[config.mk]
export PLATFORM = sky130hd
export DESIGN_NAME = instr_sequencer
export DESIGN_NICKNAME = d
export VERILOG_FILES = /design/src/rtl/robot_pkg.sv /design/src/rtl/instr_sequencer_step_timer.sv /design/src/rtl/instr_sequencer.sv
export SDC_FILE = /design/constraint.sdc
export NUM_CORES = 1
export LEC_CHECK = 0
export CORE_ASPECT_RATIO = 0.6
export CORE_MARGIN = 3
export CORE_UTILIZATION = 35
export DETAILED_ROUTE_END_ITERATION = 10
export PLACE_DENSITY = 0.56
export SLEW_MARGIN = 25
export SYNTH_ARGS = -nofsm -noshare
export SYNTH_HDL_FRONTEND = slang
export SYNTH_SLANG_ARGS = --single-unit
[constraint.sdc]
create_clock -name CLOCK_50 -period 6.3 [get_ports CLOCK_50]
set_clock_uncertainty 0.2 [all_clocks]
set_input_delay 1.26 -clock CLOCK_50 [delete_from_list [all_inputs] [get_ports CLOCK_50]]
set_output_delay 1.26 -clock CLOCK_50 [all_outputs]
set_load 0.005 [all_outputs]
[src/rtl/robot_pkg.sv]
// Shared types for the robot controller: instruction encoding and
// sequencer state.
package robot_pkg;

  typedef enum logic [1:0] {
    FWD   = 2'b00,
    REV   = 2'b01,
    LEFT  = 2'b10,
    RIGHT = 2'b11
  } dir_t;

  // Packed so that instr_in[3:2] is torque and instr_in[1:0] is direction.
  typedef struct packed {
    logic [1:0] torque;
    dir_t       dir;
  } instr_t;

  typedef enum logic {
    IDLE = 1'b0,
    RUN  = 1'b1
  } state_t;

endpackage

[src/rtl/instr_sequencer_step_timer.sv]
// Playback period timer: counts 0..STEP_CYCLES-1 while enabled and flags
// the last cycle of each period.
module step_timer #(
  parameter int STEP_CYCLES = 50_000_000
) (
  input  logic CLOCK_50,
  input  logic reset,
  input  logic clear,
  output logic tick
);

  localparam int W = $clog2(STEP_CYCLES);

  logic [W-1:0] cnt;

  assign tick = !clear && (cnt == W'(STEP_CYCLES - 1));

  always_ff @(posedge CLOCK_50) begin
    if (reset || clear) begin
      cnt <= '0;
    end else if (tick) begin
      cnt <= '0;
    end else begin
      cnt <= cnt + W'(1);
    end
  end

endmodule

[src/rtl/instr_sequencer.sv]
// Instruction store-and-playback: records up to DEPTH direction/torque
// instructions in IDLE and replays them in order, one per step period, in RUN.
module instr_sequencer
  import robot_pkg::*;
#(
  parameter int DEPTH       = 16,
  parameter int STEP_CYCLES = 50_000_000
) (
  input  logic                       CLOCK_50,
  input  logic                       reset,
  input  logic                       save_pulse,
  input  logic                       delete_pulse,
  input  logic                       execute_pulse,
  input  logic [3:0]                 instr_in,
  output logic [1:0]                 cur_dir,
  output logic [1:0]                 cur_torque,
  output logic                       active,
  output logic                       done_pulse,
  output logic [$clog2(DEPTH+1)-1:0] count,
  output logic                       full,
  output logic                       empty
);

  localparam int CW = $clog2(DEPTH + 1);
  localparam int IW = $clog2(DEPTH);

  state_t        state;
  instr_t        mem [DEPTH];
  logic [IW-1:0] idx;
  logic [IW-1:0] next_idx;
  logic          last_slot;
  logic          timer_clear;
  logic          tick;

  // Timer is held at zero outside playback so each run starts a fresh period.
  assign timer_clear = (state != RUN);
  assign next_idx    = idx + IW'(1);
  assign last_slot   = ((CW'(idx) + CW'(1)) == count);

  step_timer #(
    .STEP_CYCLES(STEP_CYCLES)
  ) u_step_timer (
    .CLOCK_50(CLOCK_50),
    .reset   (reset),
    .clear   (timer_clear),
    .tick    (tick)
  );

  always_ff @(posedge CLOCK_50) begin
    if (reset) begin
      state      <= IDLE;
      idx        <= '0;
      count      <= '0;
      full       <= 1'b0;
      empty      <= 1'b1;
      active     <= 1'b0;
      done_pulse <= 1'b0;
      cur_dir    <= 2'b00;
      cur_torque <= 2'b00;
      for (int i = 0; i < DEPTH; i++) begin
        mem[i] <= '0;
      end
    end else begin
      done_pulse <= 1'b0;
      case (state)
        IDLE: begin
          // Strict priority: the highest pulse present claims the cycle even
          // when its own action is a no-op.
          if (execute_pulse) begin
            if (!empty) begin
              state      <= RUN;
              idx        <= '0;
              active     <= 1'b1;
              cur_dir    <= mem[0].dir;
              cur_torque <= mem[0].torque;
            end
          end else if (delete_pulse) begin
            if (!empty) begin
              count <= count - CW'(1);
              full  <= 1'b0;
              empty <= (count == CW'(1));
            end
          end else if (save_pulse) begin
            if (!full) begin
              mem[count[IW-1:0]] <= instr_t'(instr_in);
              count <= count + CW'(1);
              full  <= ((count + CW'(1)) == CW'(DEPTH));
              empty <= 1'b0;
            end
          end
        end
        RUN: begin
          if (tick) begin
            if (last_slot) begin
              state      <= IDLE;
              idx        <= '0;
              active     <= 1'b0;
              done_pulse <= 1'b1;
              cur_dir    <= 2'b00;
              cur_torque <= 2'b00;
            end else begin
              idx        <= next_idx;
              cur_dir    <= mem[next_idx].dir;
              cur_torque <= mem[next_idx].torque;
            end
          end
        end
        default: state <= IDLE;
      endcase
    end
  end

endmodule

# == Word-level counts from Yosys, hierarchy flattened ==
# Memory sizes are Yosys's and may differ from the RTL's.
# Cells that the tools add are included.
# op_classes
add_sub_neg,5
n_mux,50
n_reduce_logical,11
eq_ne,10
bitwise,3
# ops
operator,n
1-bit two-way mux,27
26-bit by 1-bit adder with 26-bit output (second input constant),1
26-bit == test (second input constant),1
4-bit two-way mux,6
5-bit two-way mux,4
2-bit two-way mux,8
4-bit AND reduction,3
2-bit != test (second input constant),4
2-bit case mux with 2 select lines,2
4-bit case mux with 2 select lines,1
4-bit by 1-bit adder with 5-bit output (second input constant),1
5-bit by 1-bit adder with 5-bit output (second input constant),1
5-bit by 1-bit == test with 1-bit output (second input constant),1
5-bit == test,1
5-bit == test (second input constant),1
5-bit AND reduction,1
5-bit by 1-bit subtractor with 5-bit output (second input constant),1
4-bit by 1-bit adder with 4-bit output (second input constant),1
2-bit by 1-bit != test with 1-bit output (second input constant),2
1-bit case mux with 2 select lines,2
4-bit OR reduction,1
1-bit inverter,3
3-bit AND reduction,1
3-bit OR reduction,1
4 further kinds,4
# totals
out_inout_bits,13
n_memories,1
word_cells,90
inputBits,9
mem_bits_rw,64
ff_bits,44
# memory_table
name,depth,word_bits,rd,rd_ports_with_merged_regs,write_ports,line_no,source
mem,16,4,2,0,16,instr_sequencer.sv:28,instr_t mem [DEPTH];

# == Longest topological paths before layout ==
# logic_depth
word_depth,9
depth_mapped,8
ltp_nobuf,6

# == Cells and area by module ==
# From an unflattened synthesis, not the netlist that was laid out.
# hier_totals
hier_cells,485
area_unflattened_um2,5422.7
# by_module_without_submodules
mod,seq_area_each_um2,area_each_um2,cells_per_inst,instances
instr_sequencer,2282.2,4184.0,343,1
step_timer,520.5,1238.7,142,1

# == Worst setup path before layout ==
# No wires, ideal clock.
# synth_path
kind,input -> register
startpoint,input port reset
endpoint,"memory mem[4][0] in the netlist's numbering, enable pin"
setup_slack_ns,3.176
setup_ns,0.338
arrival_time_ns,2.586
n_path_buf,3
path_stages,7
required_ns,5.762
cell_sequence,buf_1 > nor2_1 > and4_1 > clkbuf_1 > nand2_1 > clkbuf_1 > o21bai_1
# synth_rtl
element,line_no,source
from (decl),instr_sequencer.sv:10,"input logic reset,"
to (decl),instr_sequencer.sv:28,

==> run_results.csv <==
group,metric,value,unit
status,status,"complete, no violations",
detailed_routing,final_antenna_net_count,0,
die,rows,34,
yosys,synth_cells,493,
final_layout,nets,504,
global_routing,grt_max_degree,37,
sta,fin_ws,2.72,ns
clock_network,cts_root_buf,"clkbuf_16",
die,die_x,165,µm
sta,post-route-period-util,56.8,%
placed_design,dpl.hpwl,9.59,mm
yosys,yosys.area.top_type_share,36.4,%
detailed_routing,drc,0,
yosys,seq_area_frac_synth,53.1,%
yosys,synth_warnings,0,
yosys,synth_edf_count,64,
sta,slew_headroom,45.9,%
final_layout,post-route-util,40.6,%
sta,setup_viol,0,
sta,period_needed,3.58,ns
detailed_routing,detail_route.first_pass.iterations,5,
pwr,ir_drop,118,µV
clock_network,clk_pin_slew,0.07,ns
global_routing,grt_first_pass_wirelength,21.0,mm
die,die_h,101,µm
sta,rsz0062_at_grt,"no",
final_layout,syn_to_final_growth,12.5,%
pwr,powerDensity,251,mW/mm²
critical_path,rr_worst_depth,7,
sta,fmax,0.279,GHz
critical_path,crit_fanout,36,
clock_network,cts_buffer_depth,2,
worst_hold_path,hold_class,"flip-flop to flip-flop",
clock_network,clk_latency,0.35,ns
clock_network,cts.sinks,108,
yosys,synth_seq_cells,108,
yosys,ys_types,47,
yosys,syn_nets,508,
clock_network,cts_made_buffers,9,
clock_network,cts-resized-gates,0,
clock_network,hold_buffers,0,
die,ios,22,
critical_path,worstReg2RegStart,"idx[0]",
sta,tightest_slew,0.805,ns
global_routing,grt_pass1_vias,3564,
yosys,synth_area_leaders,"edfxtp_1 36%, dfxtp_1 17%, mux4_2 6.8%, nor3_1 4.8%, nor2_1 4.1%",
worst_hold_path,holdPathStages,1,
final_layout,antenna_cells,0,
sta,hold_viol,0,
detailed_routing,drtIter0Drc,402,
die,start_util,36.1,%
global_routing,grt_usage,16.9,%
critical_path,crit_path_end_kind,"flip-flop",
global_routing,antenna_found_initial,0,
detailed_routing,wirelength,13.1,mm
pwr,leakage,0.00181,µW
critical_path,cp.required,6.11,ns
sta,maxSlewViolCount,0,
clock_network,cts_tree,"done",
yosys,avgSynthCellArea,10.7,µm²
pwr,finalPower,1490,µW
worst_hold_path,hold_end,"u_step_timer.cnt[0]",
clock_network,cts_htree_levels,3,
yosys,synth_top_flop_cell,"edfxtp_1",
worst_hold_path,hp-start,"u_step_timer.cnt[0]",
detailed_routing,num_vias,3798,
run,maxCapViolCount,0,
final_layout,final_area,0.00593,mm²
yosys,synth_area,0.00528,mm²
sta,setup_tns,0,ns
final_layout,n_fill_cell,1412,
critical_path,r2r_end,"cur_dir[0]",
placed_design,place_congestion,0.876,
detailed_routing,routedWlPerCell,19.0,µm
critical_path,cp.arrival,3.39,ns
critical_path,crit_type,"input port to flip-flop",
yosys,yosys.area.top_type,"edfxtp_1",
clock_network,postCtsSetupRepairBufs,0,
die,core,0.0146,mm²
placed_design,pre_cts_slack,2.41,ns
critical_path,start_kind,"input port",
die,die_area,0.0166,mm²
final_layout,multi_input_area,0.00226,mm²
yosys,async_reset_ff_share,0,%
global_routing,grt_overflow,0,
placed_design,port_buffers,21,
final_layout,drive_gt1_share,8.10,%
critical_path,rrSetupSlack,3.40,ns
final_layout,ff_latch_area,0.00280,mm²
detailed_routing,routed_via_density,5.49,
placed_design,post_dp_cell_area,0.00561,mm²
[metal layers]
metal / up-vias / global-route usage (%) / wire length (µm)
li1: 1773 / - / -
met1: 1851 / 28.8 / 6910
met2: 167 / 19.7 / 4660
met3: 7 / 5.71 / 1480
met4: 0 / 3.35 / 87
met5: - / 0 / 0
[flip-flops by register name, indices dropped and copies added (netlist names)]
| register | count |
|---|---|
| state | 1 |
| full | 1 |
| active | 1 |
| idx | 4 |
| done_pulse | 1 |
| count | 5 |
| empty | 1 |
| u_step_timer.cnt | 26 |
| cur_torque | 2 |
| mem | 64 |
| cur_dir | 2 |
[area by class of cell]
type | instances | area share, %
clock buffers | 9 | 3.80
clock inverters | 7 | 1.69
inverters | 16 | 1.01
multi-input cells | 330 | 38.1
flip-flops and latches | 108 | 47.2
well taps | 198 | 4.17
repair buffers | 24 | 4.05
[cells in the mapped netlist, drive strengths merged (6+ instances only)]
master,number
dfxtp,44
mux4,16
xnor2,24
mux2i,9
buf,9
clkbuf,30
nor3,51
nand4,16
edfxtp,64
o21ai,6
ha,6
o21bai,12
nor4,9
nor2,58
nand2,30
a21oi,10
nand3,22
nand2b,7
inv,16
xor2,14
[worst max-delay path: stages]
cell             delay, ns
clkdlybuf4s50_1       0.40
buf_4                 0.27
nor2_1                0.13
and4_1                0.44
nand2_1               0.39
o21bai_1              0.47
[stage by stage]
| step | instances | hold WS, ns |
|---|---|---|
| finish | 692 | 0.275 |
| global route | 692 | 0.303 |
| CTS | 692 | 0.282 |
| detailed placement | 676 | 0.264 |
| global placement | 675 | 0.249 |
| floorplan | 493 | 0.230 |
[worst max-delay path by stage]
| stage | start | endpoint | slack (ns) | cells past startpoint |
|---|---|---|---|---|
| after floorplan | reset | mem[4][0] | 3.18 | 7 |
| after global placement | reset | mem[15][0] | 2.47 | 6 |
| after detailed placement | delete_pulse | mem[4][1] | 2.41 | 5 |
| after CTS | reset | mem[5][2] | 2.76 | 6 |
| after global routing | delete_pulse | mem[5][2] | 2.54 | 5 |
| final | reset | mem[4][1] | 2.72 | 6 |
[power breakdown]
group          internal (µW)  switching [µW]  total, µW
combinational           33.3            55.5       88.7
sequential               765            18.4        783
clock                    352             264        615
[logic make-up (layout without fill, tap and decap cells)]
| group | count (synthesis) | count (layout) | share of synthesized area (%) |
|---|---|---|---|
| AOI/OAI and AO/OA | 40 | 40 | 5.07 |
| and+or+nand+nor | 221 | 221 | 21.3 |
| xor gates and xnor gates | 38 | 38 | 6.45 |
| DFF | 108 | 108 | 53.1 |
| adders and majority gates | 6 | 6 | 1.42 |
| muxes | 25 | 25 | 8.54 |
| buffers and inverters | 55 | 56 | 4.08 |
[placed cells by master, fill, tap and decap left out, types with 10 or more instances in the layout]
master           instances
edfxtp_1                64
nor2_1                  57
nor3_1                  51
dfxtp_1                 44
nand2_1                 30
xnor2_1                 24
nand3_1                 22
clkdlybuf4s50_1         21
inv_1                   16
nand4_1                 16
mux4_2                  16
xor2_1                  13
o21bai_1                12
a21oi_1                 10
Note: power is estimated with default switching activity, not from simulation.
